===== src/rtl/perceptron_pkg.sv =====
// Shared definitions for the perceptron learning controller and its datapath.
// Latency: n/a (types and constants only).
// Backpressure: n/a.
package perceptron_pkg;

  // Default signed feature width used by feeder, controller and datapath
  localparam int DATA_W = 8;

  // Sample feeder sequencing states
  typedef enum logic [2:0] {
    S_IDLE  = 3'd0,
    S_TRAIN = 3'd1,
    S_EOF   = 3'd2,
    S_TEST  = 3'd3,
    S_EOI   = 3'd4
  } feeder_state_t;

  // Target encoding: stored bit 1 means +1, bit 0 means -1
  localparam logic T_POS = 1'b1;
  localparam logic T_NEG = 1'b0;

  // Signed value of an encoded target, for arithmetic in the learning datapath
  function automatic int t_value(input logic t);
    return (t == T_POS) ? 1 : -1;
  endfunction

endpackage


===== src/rtl/feeder_mem.sv =====
// Sample store: synchronous write, combinational read register file.
// Latency: read data follows raddr in the same cycle; a write is visible from the next cycle.
// Backpressure: none; a write is always accepted, out-of-range addresses are dropped and read as zero.
module feeder_mem #(
  parameter int DEPTH  = 16,
  parameter int WIDTH  = 17,
  parameter int ADDR_W = 4
) (
  input  logic              clk,
  input  logic              we,
  input  logic [ADDR_W-1:0] waddr,
  input  logic [WIDTH-1:0]  wdata,
  input  logic [ADDR_W-1:0] raddr,
  output logic [WIDTH-1:0]  rdata
);

  localparam int IDX_W = (DEPTH > 1) ? $clog2(DEPTH) : 1;
  localparam logic [ADDR_W:0] DEPTH_L = (ADDR_W + 1)'(DEPTH);

  logic [WIDTH-1:0] mem [DEPTH];
  logic             waddr_ok;
  logic             raddr_ok;

  assign waddr_ok = ({1'b0, waddr} < DEPTH_L);
  assign raddr_ok = ({1'b0, raddr} < DEPTH_L);

  // Storage is deliberately not reset so a loaded data set survives a session abort
  always_ff @(posedge clk) begin
    if (we && waddr_ok) begin
      mem[waddr[IDX_W-1:0]] <= wdata;
    end
  end

  // A read on the same edge as a write sees the old word
  assign rdata = raddr_ok ? mem[raddr[IDX_W-1:0]] : '0;

endmodule


===== src/rtl/perceptron_sample_feeder.sv =====
// Training/test sample feeder: presents one stored sample per ldX pulse, flags EOF/EOI, counts epochs.
// Latency: sample appears on x1/x2/t one cycle after ldX; EOF/EOI are registered off the same edge.
// Backpressure: none; ldX is the only pacing, writes are accepted in any state. FEEDER_EPOCH_LIMIT_EN adds MAX_EPOCH/limit_hit.
module perceptron_sample_feeder #(
  parameter int DATA_W      = perceptron_pkg::DATA_W,
  parameter int TRAIN_DEPTH = 16,
  parameter int TEST_DEPTH  = 8,
  parameter int ADDR_W      = 4,
  parameter int EPOCH_W     = 8
`ifdef FEEDER_EPOCH_LIMIT_EN
  ,parameter int MAX_EPOCH  = 100
`endif
) (
  input  logic                     clk,
  input  logic                     rst,
  input  logic                     wr_en,
  input  logic                     wr_sel,
  input  logic [ADDR_W-1:0]        wr_addr,
  input  logic signed [DATA_W-1:0] wr_x1,
  input  logic signed [DATA_W-1:0] wr_x2,
  input  logic                     wr_t,
  input  logic [ADDR_W:0]          train_cnt,
  input  logic [ADDR_W:0]          test_cnt,
  input  logic                     start,
  input  logic                     ldX,
  input  logic                     test_mode,
  output logic signed [DATA_W-1:0] x1,
  output logic signed [DATA_W-1:0] x2,
  output logic                     t,
  output logic                     EOF,
  output logic                     EOI,
  output logic [EPOCH_W-1:0]       epoch,
  output logic                     busy
`ifdef FEEDER_EPOCH_LIMIT_EN
  ,output logic                    limit_hit
`endif
);

  import perceptron_pkg::*;

  localparam int CNT_W = ADDR_W + 1;
  localparam logic [CNT_W-1:0]   ONE          = CNT_W'(1);
  localparam logic [CNT_W-1:0]   TRAIN_DEPTH_L = CNT_W'(TRAIN_DEPTH);
  localparam logic [CNT_W-1:0]   TEST_DEPTH_L  = CNT_W'(TEST_DEPTH);
  localparam logic [EPOCH_W-1:0] EPOCH_ONE    = EPOCH_W'(1);

  feeder_state_t       state;
  logic [CNT_W-1:0]    ptr;
  logic [CNT_W-1:0]    train_last;
  logic [CNT_W-1:0]    test_last;
  logic [2*DATA_W:0]   train_wdata;
  logic [2*DATA_W:0]   train_rdata;
  logic [2*DATA_W-1:0] test_wdata;
  logic [2*DATA_W-1:0] test_rdata;
  logic [EPOCH_W-1:0]  epoch_inc;
  logic                eof_to_test;

  // Counts of zero run a single sample; counts beyond the memory are held to its depth
  function automatic logic [CNT_W-1:0] clamp_cnt(input logic [CNT_W-1:0] cnt,
                                                  input logic [CNT_W-1:0] depth);
    if (cnt == '0) begin
      return ONE;
    end else if (cnt > depth) begin
      return depth;
    end else begin
      return cnt;
    end
  endfunction

  assign train_wdata = {wr_t, wr_x1, wr_x2};
  assign test_wdata  = {wr_x1, wr_x2};

  feeder_mem #(
    .DEPTH  (TRAIN_DEPTH),
    .WIDTH  (2*DATA_W + 1),
    .ADDR_W (ADDR_W)
  ) u_train_mem (
    .clk   (clk),
    .we    (wr_en & ~wr_sel),
    .waddr (wr_addr),
    .wdata (train_wdata),
    .raddr (ptr[ADDR_W-1:0]),
    .rdata (train_rdata)
  );

  feeder_mem #(
    .DEPTH  (TEST_DEPTH),
    .WIDTH  (2*DATA_W),
    .ADDR_W (ADDR_W)
  ) u_test_mem (
    .clk   (clk),
    .we    (wr_en & wr_sel),
    .waddr (wr_addr),
    .wdata (test_wdata),
    .raddr (ptr[ADDR_W-1:0]),
    .rdata (test_rdata)
  );

  // Epoch count after an S_EOF exit, held at all-ones once saturated
  assign epoch_inc = (epoch == '1) ? epoch : epoch + EPOCH_ONE;

`ifdef FEEDER_EPOCH_LIMIT_EN
  localparam logic [EPOCH_W-1:0] MAX_EPOCH_L = EPOCH_W'(MAX_EPOCH);
  logic limit_reached;
  // Reaching the epoch ceiling ends training even if the controller has not learned yet
  assign limit_reached = (epoch_inc >= MAX_EPOCH_L);
  assign eof_to_test   = test_mode | limit_reached;
`else
  assign eof_to_test   = test_mode;
`endif

  // Sequencer with registered sample, flag and status outputs
  always_ff @(posedge clk or posedge rst) begin
    if (rst) begin
      state      <= S_IDLE;
      ptr        <= '0;
      train_last <= '0;
      test_last  <= '0;
      x1         <= '0;
      x2         <= '0;
      t          <= T_NEG;
      EOF        <= 1'b0;
      EOI        <= 1'b0;
      epoch      <= '0;
      busy       <= 1'b0;
`ifdef FEEDER_EPOCH_LIMIT_EN
      limit_hit  <= 1'b0;
`endif
    end else begin
      case (state)
        S_IDLE: begin
          if (start) begin
            ptr        <= '0;
            train_last <= clamp_cnt(train_cnt, TRAIN_DEPTH_L) - ONE;
            test_last  <= clamp_cnt(test_cnt, TEST_DEPTH_L) - ONE;
            busy       <= 1'b1;
            state      <= test_mode ? S_TEST : S_TRAIN;
`ifdef FEEDER_EPOCH_LIMIT_EN
            limit_hit  <= 1'b0;
`endif
          end
        end

        S_TRAIN: begin
          if (ldX) begin
            t   <= train_rdata[2*DATA_W];
            x1  <= train_rdata[2*DATA_W-1:DATA_W];
            x2  <= train_rdata[DATA_W-1:0];
            ptr <= ptr + ONE;
            if (ptr == train_last) begin
              EOF   <= 1'b1;
              state <= S_EOF;
            end
          end
        end

        S_EOF: begin
          // start here acts as ldX; the last sample stays on the outputs
          if (ldX || start) begin
            EOF   <= 1'b0;
            epoch <= epoch_inc;
            ptr   <= '0;
            state <= eof_to_test ? S_TEST : S_TRAIN;
`ifdef FEEDER_EPOCH_LIMIT_EN
            if (limit_reached) begin
              limit_hit <= 1'b1;
            end
`endif
          end
        end

        S_TEST: begin
          if (ldX) begin
            x1  <= test_rdata[2*DATA_W-1:DATA_W];
            x2  <= test_rdata[DATA_W-1:0];
            t   <= T_NEG;
            ptr <= ptr + ONE;
            if (ptr == test_last) begin
              EOI   <= 1'b1;
              state <= S_EOI;
            end
          end
        end

        S_EOI: begin
          EOI   <= 1'b0;
          busy  <= 1'b0;
          state <= S_IDLE;
        end

        default: begin
          EOF   <= 1'b0;
          EOI   <= 1'b0;
          busy  <= 1'b0;
          state <= S_IDLE;
        end
      endcase
    end
  end

endmodule


===== config.mk =====
export PLATFORM = sky130hd
export DESIGN_NAME = perceptron_sample_feeder
export DESIGN_NICKNAME = d
export VERILOG_FILES = /design/src/rtl/perceptron_pkg.sv /design/src/rtl/feeder_mem.sv /design/src/rtl/perceptron_sample_feeder.sv
export SDC_FILE = /design/constraint.sdc
export NUM_CORES = 1
export LEC_CHECK = 0
export BUFFER_PORTS_ARGS = -buffer_cell sky130_fd_sc_hd__buf_4
export CAP_MARGIN = 25
export CORE_MARGIN = 3
export CORE_UTILIZATION = 30
export CTS_CLUSTER_SIZE = 24
export DETAILED_ROUTE_END_ITERATION = 7
export PLACE_DENSITY_LB_ADDON = 0.25
export RECOVER_POWER = 100
export SLEW_MARGIN = 20
export SYNTH_ARGS = -nofsm -noshare
export SYNTH_HDL_FRONTEND = slang
export SYNTH_HIERARCHICAL = 1
export SYNTH_SLANG_ARGS = --single-unit
export TNS_END_PERCENT = 10

===== constraint.sdc =====
create_clock -name clk -period 4.85 [get_ports clk]
set_input_delay 0.7275 -clock clk [delete_from_list [all_inputs] [get_ports clk]]
set_output_delay 0.7275 -clock clk [all_outputs]
set_load 0.005 [all_outputs]

## After elaboration in Yosys (flattened, before gate mapping)

Memory sizes are Yosys's and may differ from the RTL's.
Cells that the tools add are included.

| cells by class | value |
|---|---|
| $add $sub $neg | 4 |
| equal/unequal tests | 14 |
| bitwise logic cells | 7 |
| $lt $le $gt $ge | 4 |
| mux-type cells | 43 |
| reduce and logical (&&, ||, !) cells | 19 |

Operators with widths:

| operator | count |
|---|---|
| two-way mux 5 bit | 11 |
| two-way mux 8 bit | 4 |
| one-hot mux 8 bit (2 select lines) | 2 |
| two-way mux 3 bit | 6 |
| two-way mux 16 bit | 1 |
| one-hot mux 5 bit (3 select lines) | 1 |
| two-way mux 1 bit | 12 |
| != test 2 bit (second input constant) | 6 |
| one-hot mux 3 bit (4 select lines) | 1 |
| equality test 5 bit | 2 |
| zero test 5 bit | 2 |
| subtractor 5 x 1 -> 5 bit (second input constant) | 2 |
| AND reduction 3 bit | 3 |
| OR reduction 3 bit | 3 |
| adder 8 x 1 -> 8 bit (second input constant) | 1 |
| equality test 8 bit (second input constant) | 1 |
| less-than comparator 4 bit (second input constant) | 2 |
| AND reduction 4 bit | 2 |
| equality test 3 x 2 -> 1 bit (second input constant) | 2 |
| one-hot mux 1 bit (2 select lines) | 3 |
| AND reduction 6 bit | 1 |
| adder 5 x 1 -> 5 bit (second input constant) | 1 |
| > comparator 5 x 4 -> 1 bit (second input constant) | 1 |
| > comparator 5 bit (second input constant) | 1 |
| other kinds (14) | 20 |

| word-level totals | value |
|---|---|
| bits in writable memories | 400 |
| register bits after elaboration | 46 |
| memories kept | 2 |
| output and inout port bits | 28 |
| word-level logic and storage cells | 104 |
| input port bits | 38 |

Memory list:

| memory | depth | bits a word | rd ports | clocked after Yosys merged registers in | wr ports | line | text |
|---|---|---|---|---|---|---|---|
| u_train_mem.mem | 16 | 17 | 1 | 0 | 1 | feeder_mem.sv:20 | `logic [WIDTH-1:0] mem [DEPTH];` |
| u_test_mem.mem | 8 | 16 | 1 | 0 | 1 | feeder_mem.sv:20 |  |

## Logic depth before layout (Yosys ltp)

| logic depth | value |
|---|---|
| depth after elaboration | 6 |
| depth in mapped cells | 8 |
| mapped depth without buffers | 6 |

## Cells and area by module

Netlist, hierarchy kept.

By module, submodules not included:

| module | sequential area each (µm²) | cells each | area each (µm²) | instances |
|---|---|---|---|---|
| feeder_mem (u_train_mem) | 8,167.8 | 441 | 10,297.4 | 1 |
| feeder_mem (u_test_mem) | 3,843.7 | 216 | 4,952.2 | 1 |
| perceptron_sample_feeder | 1,151.1 | 233 | 2,272.2 | 1 |

## Least setup slack after synthesis

OpenSTA, ideal clock, no wires.

| timing path | value |
|---|---|
| kind | input to register |
| from | input wr_en |
| to | memory u_train_mem.mem[0][0] (enable) |
| stages | 3 |
| slack | 1,799 ps |
| buffers on the path | 0 |
| data arrival time | 2,638 ps |
| library setup time | 413 ps |
| data required time | 4,437 ps |
| path through | nor2b_1 > or3b_2 > nor3_1 |

| between the ends | value |
|---|---|
| longest elaborated chain between the ends | 3 |

RTL lines:

| element | line | text |
|---|---|---|
| start: declaration | perceptron_sample_feeder.sv:16 | `input logic wr_en,` |
| AND 1 bit | perceptron_sample_feeder.sv:79 | `.we (wr_en & ~wr_sel),` |
| two-way mux 1 bit | feeder_mem.sv:29 | `if (we && waddr_ok) begin` |
| two-way mux 1 bit (implied by the code) | feeder_mem.sv:30 | `mem[waddr[IDX_W-1:0]] <= wdata;` |
| end: declaration | feeder_mem.sv:20 |  |

No other way between the ends.

## Worst setup path in the final report

| timing path | value |
|---|---|
| from | register ptr[0] |
| to | register x1[7] |

| between the ends | value |
|---|---|
| longest elaborated chain between the ends | 4 |
| elaborated cells on any way between the ends | 7 |
| classes of those cells | 1 x order compare; 4 x mux; 2 x memory |

RTL lines:

| element | line | text |
|---|---|---|
| start: declaration | perceptron_sample_feeder.sv:48 | `logic [CNT_W-1:0] ptr;` |
| start signal: assignment | perceptron_sample_feeder.sv:149 | `ptr <= ptr + ONE;` |
| start signal: assignment | perceptron_sample_feeder.sv:177 | `ptr <= ptr + ONE;` |
| memory (8 x 16 bit) / less-than comparator 4 bit (equally long branches) | - |  |
| two-way mux 16 bit (*) | feeder_mem.sv:35 | `assign rdata = raddr_ok ? mem[raddr[IDX_W-1:0]] : '0;` |
| net test_rdata[15] | perceptron_sample_feeder.sv:54 | `logic [2*DATA_W-1:0] test_rdata;` |
| two-way mux 8 bit (*) | perceptron_sample_feeder.sv:173 | `if (ldX) begin` |
| one-hot mux 8 bit (2 select lines) (*) | perceptron_sample_feeder.sv:130 | `case (state)` |
| end signal: assignment | perceptron_sample_feeder.sv:147 | `x1 <= train_rdata[2*DATA_W-1:DATA_W];` |
| end signal: assignment | perceptron_sample_feeder.sv:174 | `x1 <= test_rdata[2*DATA_W-1:DATA_W];` |
| end: declaration | perceptron_sample_feeder.sv:27 | `output logic signed [DATA_W-1:0] x1,` |

The timed path passes the listed nets; every way through them passes the cells marked *. The select of a mux whose other input is x is not followed.
A chain may end at the register's enable or synchronous reset.

==> reports/metrics.yaml <==
final_area_um2: 20300
critPathLaunchType: "flip-flop"
cts_tree: "done"
dr.first_iter.drc_count: 618
grt_overflow_total: 0
ys_seq_area_share_pct: 75.1
hold_class: "primary input to async pin"
post_cts_resized: 0
grt_use_met2_pct: 21.3
synth_nets: 932
synth_area_leader_cell: "edfxtp_1"
core_um2: 57000
clock-sinks: 446
fin_nets: 1038
initial_utilization_pct: 30.7
r2r_setup_slack_ps: 1490
yosys.area.top_type_share_pct: 68.6
drive_gt1_share_pct: 21.8
synth_area_per_cell_um2: 19.7
fmax_mhz: 297
ant_nets: 0
dp_hpwl_um: 25100
cp-end-kind: "flip-flop"
synth_cells: 890
path_class: "flip-flop to flip-flop"
wl_um: 41100
r2r-start: "ptr[0]$_DFFE_PP0P_"
run_status: "complete, but fails checks"
p_per_area_nw_per_um2: 527
use_met3_pct: 2.78
grt_pass1_wl_um: 60800
gr-max-usage-layer: "met2"
worstSkewPairLatency_ps: 580
hold_viol_final: 0
ys_async_sr_fraction_pct: 10.3
antenna_found_initial: 2
netlist_area_um2: 17500
tightest_slew_ps: 2500
timing.final.crit_share_pct: 69.3
rr_endpoint: "x1[7]$_DFFE_PP0P_"
synth_edf_count: 400
finalSetupViolations: 0
max-slew-margin-rel_pct: -67.2
grt_max_degree: 54
r2r_cells: 6
worstPathMaxFanout: 32
port_buffers: 65
antenna_cells: 0
wl_per_cell_um: 23.0
fin_skew_ps: 23.9
cts-htree-levels: 2
cts_setup_buffers: 0
via_count: 8813
drt_first_pass_iters: 4
viasPerCell: 4.93
track_usage_pct: 13.5
gp_congestion: 0.733
cts_max_path_buffers: 3
synth-seq-cells: 446
rows: 87
final_common_cell: "edfxtp_1"
cts_buffers: 47
required_ps: 5290
path_clk_slew_ps: 60
ios: 66
dieArea_um2: 61300
ctsHoldBuffers: 0
cts-root-buf: "clkbuf_16"
met1_usage_pct: 19.0
finalCriticalPeriod_ps: 3360
violations: "capacitance limit, slew limit"
finalSetupTns_ps: 0
yosysWarnings: 6
slew_viol_final: 135
drcViolationCount: 0
rsz0062_at_grt: "no"
placed_area_um2: 19100
cp_data_arrival_time_ps: 3800
p_leak_nw: 6.54
final_cell_mix: "400 x edfxtp_1, 96 x mux4_2, 60 x clkbuf_1"
fp.dieH_um: 248
max_cap_violations: 8
grt_pass1_vias: 9014
ir_drop_mv: 0.293
synth-main-ff-cell: "edfxtp_1"
area_growth_pct: 16.0
die_w_um: 248
synthDistinctLibCells: 56
netlist_top_cells_area: "edfxtp_1 69%, mux4_2 12%, dfrtp_1 6.6%"
-- kinds of logic after synthesis --
kind of cell	after synthesis	synth area share (%)
multiplexers	120	14.1
AO/OA/AOI/OAI	99	3.69
buffers and inverters	53	1.79
XOR/XNOR	18	0.900
flip-flops	446	75.1
AND/OR/NAND/NOR	150	4.11
adder cells (fa/ha/maj)	4	0.286
-- synthesized netlist by cell type (2+ instances only) --
master / instances
a21o_1: 2
a21oi_1: 9
a22oi_1: 34
and2_1: 3
buf_1: 3
buf_12: 2
buf_2: 16
buf_6: 3
buf_8: 3
clkbuf_1: 16
dfrtp_1: 46
edfxtp_1: 400
ha_1: 4
inv_1: 6
inv_2: 2
mux2_1: 2
mux2i_1: 17
mux4_1: 4
mux4_2: 96
nand2_1: 48
nand2b_1: 6
nand3_1: 13
nand3b_1: 4
nor2_1: 48
nor2b_1: 5
nor3_1: 7
nor4_1: 2
o21a_1: 2
o21ai_0: 9
o21ai_1: 16
o21bai_1: 2
o22ai_1: 17
o31ai_1: 2
or3_1: 2
or3b_2: 2
xnor2_1: 10
xor2_1: 8
-- worst max path at each step --
stage	startpoint	end	slack (ps)
floorplan	wr_en	u_train_mem/mem[0][0]$_DFFE_PP_	1800
global placement	wr_sel	u_train_mem/mem[3][2]$_DFFE_PP_	1950
finish	ptr[0]$_DFFE_PP0P_	x1[7]$_DFFE_PP0P_	1490
CTS	ptr[0]$_DFFE_PP0P_	x2[5]$_DFFE_PP0P_	2180
detailed placement	wr_sel	u_train_mem/mem[1][0]$_DFFE_PP_	1980
global route	ptr[0]$_DFFE_PP0P_	x2[5]$_DFFE_PP0P_	1120
-- per-stage QoR --
step | setup WS [ps] | total power, W | utilization (%) | cells | hold slack (ps)
2_1_floorplan | 1800 | 0.00651 | - | 890 | 473
3_3_place_gp | 1950 | 0.00735 | 33.3 | 1697 | 468
3_5_place_dp | 1980 | 0.00736 | 33.5 | 1701 | 490
4_1_cts | 2180 | 0.0110 | 36.2 | 1787 | 360
5_1_grt | 1120 | 0.0112 | 35.6 | 1789 | 400
6_report | 1490 | 0.0107 | 35.6 | 1789 | 357
-- layer usage --
layer / share of wire (%) / up-vias
li1: - / 3830
met1: 45 / 4676
met2: 47 / 244
met3: 5.6 / 59
met4: 2.1 / 4
met5: 0.066 / -
-- power by group --
group          switching [W]  internal (W)
clock                0.00148       0.00209
combinational        0.00121       0.00119
sequential          0.000342       0.00439
-- state kept, by name, indices dropped and copies added (netlist names) --
signal and flops:
u_train_mem/mem 272, state 3, u_test_mem/mem 128, test_last 5
busy 1, x1 8, EOI 1, x2 8
ptr 5, t 1, epoch 8, train_last 5
EOF 1
-- critical path, cell delays in order (launching register included) --
cell	delay (ps)
dfrtp_4	850
clkbuf_1	1210
mux4_1	690
mux2i_1	150
nor2_1	50
o22ai_1	140
o21ai_0	100
-- layout make-up --
cell class | instances | area (µm²)
clock inverter | 22 | 246
sequential | 446 | 13200
multi-input combinational | 391 | 4030
clock buffer | 64 | 1290
inverter | 8 | 30.0
timing repair buffer | 102 | 599
tap | 756 | 946
fill | 5394 | 36700
No activity file was read; power rests on OpenSTA's default activity.
